## src/rtl/alu_multicycle.sv

```systemverilog
// Multi-cycle ALU: single-cycle arithmetic/logic ops, one-bit-per-cycle
// shifts, with abort (flush) and a registered result/zero flag.
module alu_multicycle #(
    parameter int XLEN = 32
) (
    input  logic            clk_i,
    input  logic            rst_i,
    input  logic            start_i,
    input  logic            flush_i,
    input  logic [3:0]      ALUCtrl_i,
    input  logic [XLEN-1:0] OperandA_i,
    input  logic [XLEN-1:0] OperandB_i,
    output logic            busy_o,
    output logic            done_o,
    output logic [XLEN-1:0] Result_o,
    output logic            Zero_o
);

    typedef enum logic [1:0] {
        IDLE,
        SHIFT,
        DONE
    } state_e;

    localparam logic [3:0] OP_ADD = 4'b0000;
    localparam logic [3:0] OP_SUB = 4'b0001;
    localparam logic [3:0] OP_SLL = 4'b0010;
    localparam logic [3:0] OP_XOR = 4'b0011;
    localparam logic [3:0] OP_SRL = 4'b0100;
    localparam logic [3:0] OP_SRA = 4'b0101;
    localparam logic [3:0] OP_OR  = 4'b0110;
    localparam logic [3:0] OP_AND = 4'b0111;
    localparam logic [3:0] OP_PSB = 4'b1000;

    state_e          state_q, state_d;
    logic [XLEN-1:0] result_q, result_d;
    logic            zero_q, zero_d;
    logic [XLEN-1:0] work_q, work_d;
    logic [3:0]      op_q, op_d;
    logic [4:0]      cnt_q, cnt_d;

    logic [XLEN-1:0] alu_res;
    logic [XLEN-1:0] shifted;
    logic [4:0]      shamt;
    logic            is_shift;

    assign shamt = OperandB_i[4:0];

    assign is_shift = (ALUCtrl_i == OP_SLL) ||
                      (ALUCtrl_i == OP_SRL) ||
                      (ALUCtrl_i == OP_SRA);

    // Shift codes only reach this path with a zero shift amount.
    always_comb begin
        alu_res = '0;
        case (ALUCtrl_i)
            OP_ADD:  alu_res = OperandA_i + OperandB_i;
            OP_SUB:  alu_res = OperandA_i - OperandB_i;
            OP_SLL:  alu_res = OperandA_i;
            OP_XOR:  alu_res = OperandA_i ^ OperandB_i;
            OP_SRL:  alu_res = OperandA_i;
            OP_SRA:  alu_res = OperandA_i;
            OP_OR:   alu_res = OperandA_i | OperandB_i;
            OP_AND:  alu_res = OperandA_i & OperandB_i;
            OP_PSB:  alu_res = OperandB_i;
            default: alu_res = '0;
        endcase
    end

    always_comb begin
        shifted = work_q;
        case (op_q)
            OP_SLL:  shifted = work_q << 1;
            OP_SRL:  shifted = work_q >> 1;
            default: shifted = {work_q[XLEN-1], work_q[XLEN-1:1]};
        endcase
    end

    always_comb begin
        state_d  = state_q;
        result_d = result_q;
        zero_d   = zero_q;
        work_d   = work_q;
        op_d     = op_q;
        cnt_d    = cnt_q;
        if (flush_i) begin
            state_d = IDLE;
            cnt_d   = '0;
        end else begin
            case (state_q)
                IDLE, DONE: begin
                    state_d = IDLE;
                    if (start_i) begin
                        if (is_shift && (shamt != 5'd0)) begin
                            work_d  = OperandA_i;
                            op_d    = ALUCtrl_i;
                            cnt_d   = shamt;
                            state_d = SHIFT;
                        end else begin
                            result_d = alu_res;
                            zero_d   = (alu_res == '0);
                            state_d  = DONE;
                        end
                    end
                end
                SHIFT: begin
                    work_d = shifted;
                    cnt_d  = cnt_q - 5'd1;
                    if (cnt_q == 5'd1) begin
                        result_d = shifted;
                        zero_d   = (shifted == '0);
                        state_d  = DONE;
                    end
                end
                default: state_d = IDLE;
            endcase
        end
    end

    always_ff @(posedge clk_i) begin
        if (rst_i) begin
            state_q  <= IDLE;
            result_q <= '0;
            zero_q   <= 1'b1;
            work_q   <= '0;
            op_q     <= '0;
            cnt_q    <= '0;
        end else begin
            state_q  <= state_d;
            result_q <= result_d;
            zero_q   <= zero_d;
            work_q   <= work_d;
            op_q     <= op_d;
            cnt_q    <= cnt_d;
        end
    end

    assign busy_o   = (state_q == SHIFT);
    assign done_o   = (state_q == DONE);
    assign Result_o = result_q;
    assign Zero_o   = zero_q;

endmodule

```

## config.mk

```make
export PLATFORM = sky130hd
export DESIGN_NAME = alu_multicycle
export DESIGN_NICKNAME = d
export VERILOG_FILES = /design/src/rtl/alu_multicycle.sv
export SDC_FILE = /design/constraint.sdc
export NUM_CORES = 1
export LEC_CHECK = 0
export CELL_PAD_IN_SITES_DETAIL_PLACEMENT = 1
export CELL_PAD_IN_SITES_GLOBAL_PLACEMENT = 1
export CORE_ASPECT_RATIO = 0.5
export CORE_MARGIN = 5
export CORE_UTILIZATION = 42
export DETAILED_ROUTE_END_ITERATION = 6
export PLACE_DENSITY_LB_ADDON = 0.3
export SLEW_MARGIN = 0
export SYNTH_ARGS = -nofsm -noshare
export SYNTH_HDL_FRONTEND = slang
export SYNTH_SLANG_ARGS = --single-unit
```

## constraint.sdc

```tcl
create_clock -name clk_i -period 6.2 [get_ports clk_i]
set_clock_uncertainty 0.2 [all_clocks]
set_input_delay 1.24 -clock clk_i [delete_from_list [all_inputs] [get_ports clk_i]]
set_output_delay 1.24 -clock clk_i [all_outputs]
set_load 0.05 [all_outputs]
```

# ---- Word level (Yosys, flattened, before mapping)
# Cells that the tools add are included.
dict set report classes {
  n_addsub 3
  multipliers 0
  div_mod_pow 0
  order_cmp 0
  n_eq_ne 17
  shift 0
  muxes 20
  n_bitwise 4
  reduce_logical 16
}
# cell count
set ops {}
lappend ops {{one-hot mux 32 bit (7 select lines)} 1}
lappend ops {{one-hot mux 32 bit (2 select lines)} 3}
lappend ops {{two-way mux 32 bit} 5}
lappend ops {{logical NOT 32 bit} 2}
lappend ops {{adder 32 bit} 1}
lappend ops {{bitwise AND 32 bit} 1}
lappend ops {{bitwise OR 32 bit} 1}
lappend ops {{subtractor 32 bit} 1}
lappend ops {{bitwise XOR 32 bit} 1}
lappend ops {{equality test 4 x 3 -> 1 bit (second input constant)} 5}
lappend ops {{equality test 4 x 2 -> 1 bit (second input constant)} 3}
lappend ops {{two-way mux 5 bit} 2}
lappend ops {{one-hot mux 5 bit (2 select lines)} 1}
lappend ops {{AND reduction 4 bit} 2}
lappend ops {{two-way mux 2 bit} 3}
lappend ops {{inequality test 2 bit (second input constant)} 3}
lappend ops {{equality test 5 x 1 -> 1 bit (second input constant)} 1}
lappend ops {{AND reduction 5 bit} 1}
lappend ops {{nonzero test 5 bit} 1}
lappend ops {{subtractor 5 x 1 -> 5 bit (second input constant)} 1}
lappend ops {{equality test 4 x 1 -> 1 bit (second input constant)} 1}
lappend ops {{equality test 4 bit (second input constant)} 1}
lappend ops {{logical NOT 4 bit} 1}
lappend ops {{one-hot mux 2 bit (2 select lines)} 1}
lappend ops {{13 further kinds} 17}
dict set report word_totals {
  reg_bits 76
  latchBits 0
  ram_bits 0
  mem_bits_ro 0
  inputBits 72
  output_inout_bits 35
  word_cells 66
  memories 0
}

# ---- Depth between registers and ports, before layout
dict set report logic_depth {
  ltp_word 7
  depth_mapped 20
  depth_no_buf 19
}

# ---- Least setup slack after synthesis
# No wires, ideal clock.
dict set report synth_path {
  kind {input-to-reg}
  startpoint {in ALUCtrl_i[1]}
  endpoint {reg zero_q (netlist: Zero_o)}
  setup_time_ns 0.084
  t_arrival_ns 5.086
  t_required_ns 5.916
  slack_ns 0.829
  path_stages 17
  n_path_buf 2
  path_cell_list {nor3_1 > clkbuf_1 > nand2_1 > clkbuf_1 > o31ai_1 > xnor2_1 > ha_1 > o211a_1 > o31ai_2 > a31o_2 > o21bai_1 > a31oi_1 > o41ai_1 > xnor2_1 > o21ai_1 > or4_1 > o31ai_2}
}
dict set report synth_between {
  elab_chain_cells 7
  word_cells_on_any_way 20
  cone_classes {eq/ne (9); mux (4); reduce/logical (7)}
}
# element line
set synth_rtl {}
lappend synth_rtl {{start: declaration} 10} ;# input logic [3:0] ALUCtrl_i,
lappend synth_rtl {{equality test 4 x 2 -> 1 bit, or another cell as far along} {49, 56}}
lappend synth_rtl {{OR reduction 3 bit (no source line)} --}
lappend synth_rtl {{one-hot mux 32 bit (7 select lines)} 56} ;# case (ALUCtrl_i)
lappend synth_rtl {{logical NOT 32 bit} 101} ;# zero_d = (alu_res == '0);
lappend synth_rtl {{two-way mux 1 bit} 94} ;# if (is_shift && (shamt != 5'd0)) begin
lappend synth_rtl {{two-way mux 1 bit} 93} ;# if (start_i) begin
lappend synth_rtl {{one-hot mux 1 bit (2 select lines)} 90} ;# case (state_q)
lappend synth_rtl {{end signal: assignment} 131} ;# zero_q <= zero_d;
lappend synth_rtl {{end: declaration} 37} ;# logic zero_q, zero_d;
# Parallel ways exist; a longest one is shown, timed or not. The select of a mux whose other input is x is not followed.
# A chain may end at the register's enable or synchronous reset.

# ---- Worst setup path after layout
dict set report layout_path {
  startpoint {in OperandB_i[2]}
  endpoint {reg zero_q (netlist: Zero_o)}
}
dict set report layout_between {
  elab_chain_cells 6
  word_cells_on_any_way 14
  cone_classes {add/sub (2); eq/ne (1); mux (4); bitwise (3); reduce/logical (4)}
}
# element line
set layout_rtl {}
lappend layout_rtl {{start: declaration} 12} ;# input logic [XLEN-1:0] OperandB_i,
lappend layout_rtl {{subtractor 32 bit, or another cell as far along} 58} ;# OP_SUB: alu_res = OperandA_i - OperandB_i;
lappend layout_rtl {{one-hot mux 32 bit (7 select lines)} 56}
lappend layout_rtl {{logical NOT 32 bit} 101}
lappend layout_rtl {{two-way mux 1 bit} 94}
lappend layout_rtl {{two-way mux 1 bit} 93}
lappend layout_rtl {{one-hot mux 1 bit (2 select lines)} 90}
# Parallel ways exist; a longest one is shown, timed or not. The select of a mux whose other input is x is not followed.

==> flow_summary.json <==
{
  "final_core_util": 0.528,
  "worstPathCellList": "clkdlybuf4s50_1 -> or4_4 -> nor2_1 -> nand4_1 -> nor2_1 -> a31oi_1 -> xnor2_1 -> ha_1 -> a211oi_1 -> o21ai_0 -> o21ai_1 -> nor3b_1 -> a211oi_2 -> xnor2_1 -> a21oi_1 -> nand2_1 -> or4_1 -> o31ai_2",
  "placed_cells_incl_taps": 1626,
  "vias_per_cell": 6.33,
  "synth.distinct_cells": 87,
  "slew_viol_final": 0,
  "cts_buffer_depth": 2,
  "finish.net_count": 1536,
  "clock.fmax_ghz": 0.166,
  "start_util": 0.426,
  "rows": 37,
  "final.setup.worst_slack_ns": 0.178,
  "crit_slowest_cell": "or4_4",
  "clk_latency_ns": 0.34,
  "die_y_um": 112,
  "startpoint_type": "input port",
  "arrival_ns": 6.08,
  "tritoncts": "yes",
  "gp_congestion": 0.942,
  "p_seq_frac": 0.270,
  "clkPwrFrac": 0.300,
  "post_cts_resized": 0,
  "synth_edf_count": 0,
  "cts.clk_slew.worst_paths_ns": 0.06,
  "cp-end-kind": "flop",
  "tightest_slew_ns": 1.09,
  "finalCritPeriodShare": 0.971,
  "h-tree-depth": 3,
  "grt_pass1_vias": 10200,
  "min-delay-start": "Result_o[10]$_SDFFE_PP0P_",
  "final_cells": 1641,
  "synthFlopType": "dfxtp_1",
  "via_count": 10400,
  "synth_top_family_by_area": "compound AO/OA/AOI/OAI gates",
  "synth_compound_area_frac": 0.290,
  "drc": 0,
  "syn_area_mm2": 0.00872,
  "power.switching_uw": 730,
  "antenna_found_initial": 0,
  "maxCapViolations": 0,
  "clock-sinks": 76,
  "synthAdderAreaFrac": 0.144,
  "pre_cts_slack_ns": -0.0743,
  "outcome": "completed",
  "synthesis.nets": 1411,
  "ys_seq_elements": 76,
  "slowest_delay_ns": 0.59,
  "ctsRootBufferMaster": "clkbuf_16",
  "worstPathRequired_ns": 6.26,
  "p_leak_uw": 0.00435,
  "synthSimpleGateAreaFrac": 0.254,
  "dieArea_mm2": 0.0239,
  "io-pin-count": 107,
  "wl_per_cell_um": 24.4,
  "firstDrtPassIters": 7,
  "irDropWorstVdd_uv": 114,
  "portBuffers": 106,
  "grt_overflow": 0,
  "postSynthCellCount": 1239,
  "yosysWarnings": 0,
  "rsz0062_at_grt": "no",
  "n_antenna_cell": 0,
  "ctsHoldBuffers": 0,
  "core_area_mm2": 0.0205,
  "p_comb_frac": 0.430,
  "dp_hpwl_um": 32000,
  "tns_ns": 0,
  "switching_share": 0.379,
  "area_delta_synth_final_pct": 23.9,
  "slew_headroom": 0.272,
  "crit_fanout": 4,
  "synthXorXnorAreaFrac": 0.0482,
  "drive_gt1_frac": 0.102,
  "cts_setup_buffers": 0,
  "min_period_ns": 6.02,
  "die_x_um": 214,
  "finalPower_uw": 1920,
  "wl_um": 40100,
  "synthMuxAreaShare": 0.0154,
  "internal_power_uw": 1190,
  "grt_pass1_wl_um": 61100,
  "hold_viol": 0,
  "r2r-start": "state_q[1]$_SDFFE_PP0P_",
  "grt_max_degree": 80,
  "drt-initial-drc-count": 1144,
  "async_reset_ff_frac": 0,
  "hold_path_class": "reg -> reg",
  "grt.total_usage": 0.326,
  "seq_area_frac_synth": 0.174,
  "syn_avg_cell_area_um2": 7.04,
  "setup_viol": 0,
  "drtAntennaViolNets": 0,
  "cp-startpoint": "OperandB_i[2]",
  "cts_buffers": 9,
  "path_class": "in -> reg",
  "power_density_mw_per_mm2": 178
}
worst paths after layout:
check | end | slack [ns] | depth (start not counted)
min | Result_o[10]$_SDFFE_PP0P_ | 0.25 | 2
max reg2reg | Zero_o$_SDFFE_PP1P_ | 3.18 | 11
max | Zero_o$_SDFFE_PP1P_ | 0.18 | 18
min reg2reg | Result_o[10]$_SDFFE_PP0P_ | 0.25 | 2
through the flow:
step	hold slack, ns	cell area, um^2
2_1_floorplan	0.252	8720
3_3_place_gp	0.239	10500
3_5_place_dp	0.244	10500
4_1_cts	0.253	10800
5_1_grt	0.271	10800
6_report	0.254	10800
flip-flops by register name, summed over array words and instances (netlist names):
| register | flops |
|---|---|
| Result_o | 32 |
| Zero_o | 1 |
| cnt_q | 5 |
| op_q | 4 |
| state_q | 2 |
| work_q | 32 |
power groups by stage:
stage	Clock (uW)	Sequential, uW	Combinational (uW)
CTS	581	519	807
detailed placement	0	529	802
finish	578	519	828
global route	605	520	887
floorplan	0	560	418
global placement	0	528	784
critical path: cells and delay by family:
kind                     cells  cell delay [ns]
XOR/XNOR                     2             0.25
buffers and inverters        1             0.44
AO/OA/AOI/OAI                7             1.75
AND/OR/NAND/NOR              7             2.05
adder cells (fa/ha/maj)      1             0.34
cells in the final DEF, fill, tap and decap left out, drive strengths merged, types with 11 or more instances in the layout:
cell type,synthesis,final
xnor2,41,41
ha,99,99
o21ai,50,50
nor3,24,24
clkdlybuf4s50,0,105
a31oi,13,13
inv,79,79
nand2b,12,12
a21oi,127,127
nor4,15,15
o211ai,47,47
nand3,54,54
buf,20,90
a221oi,17,17
dfxtp,76,76
nand2,195,195
nand4,16,16
nor2,91,91
a22oi,13,13
a221o,12,12
nor2b,13,13
a211oi,17,17
clkbuf,61,11
synthesized netlist by cell type, types with 12 or more instances:
cell type,instances,share of area
nor3_1,23,0.013
nand2_1,195,0.084
nor4_1,14,0.010
buf_2,12,0.0069
nor2b_1,12,0.0086
a221oi_1,17,0.017
a21oi_1,127,0.073
a211oi_1,15,0.013
nand2b_1,12,0.0086
ha_1,99,0.14
a22oi_1,13,0.011
clkbuf_1,61,0.026
a221o_1,12,0.014
xnor2_1,41,0.041
nand4_1,16,0.011
a31oi_1,13,0.0093
nor2_1,90,0.039
nand3_1,52,0.030
o21ai_0,45,0.026
dfxtp_1,76,0.17
inv_1,77,0.033
o211ai_1,47,0.040
cell families (layout without fill, tap and decap cells):
logic type	count (synthesis)	in the layout
AO/OA/AOI/OAI	375	375
multiplexers	12	12
AND/OR/NAND/NOR	468	468
adder cells (fa/ha/maj)	100	100
buffers and inverters	160	289
flip-flops	76	76
XOR/XNOR	48	48
cell type report:
cell class                      instances  area, um^2
Timing Repair Buffer                  195        1720
Inverter                               79         297
Clock buffer                           11         253
Clock inverter                          4        72.6
Tap cell                              273         342
Sequential cell                        76        1520
Fill cell                            2655        9660
Multi-Input combinational cell       1003        6590
layer usage:
metal / track usage / wire (um)
met1: 0.486 / 18500
met2: 0.467 / 16400
met3: 0.0811 / 4420
met4: 0.0775 / 777
met5: 0 / 0
Power figures use the tool's default switching activity.
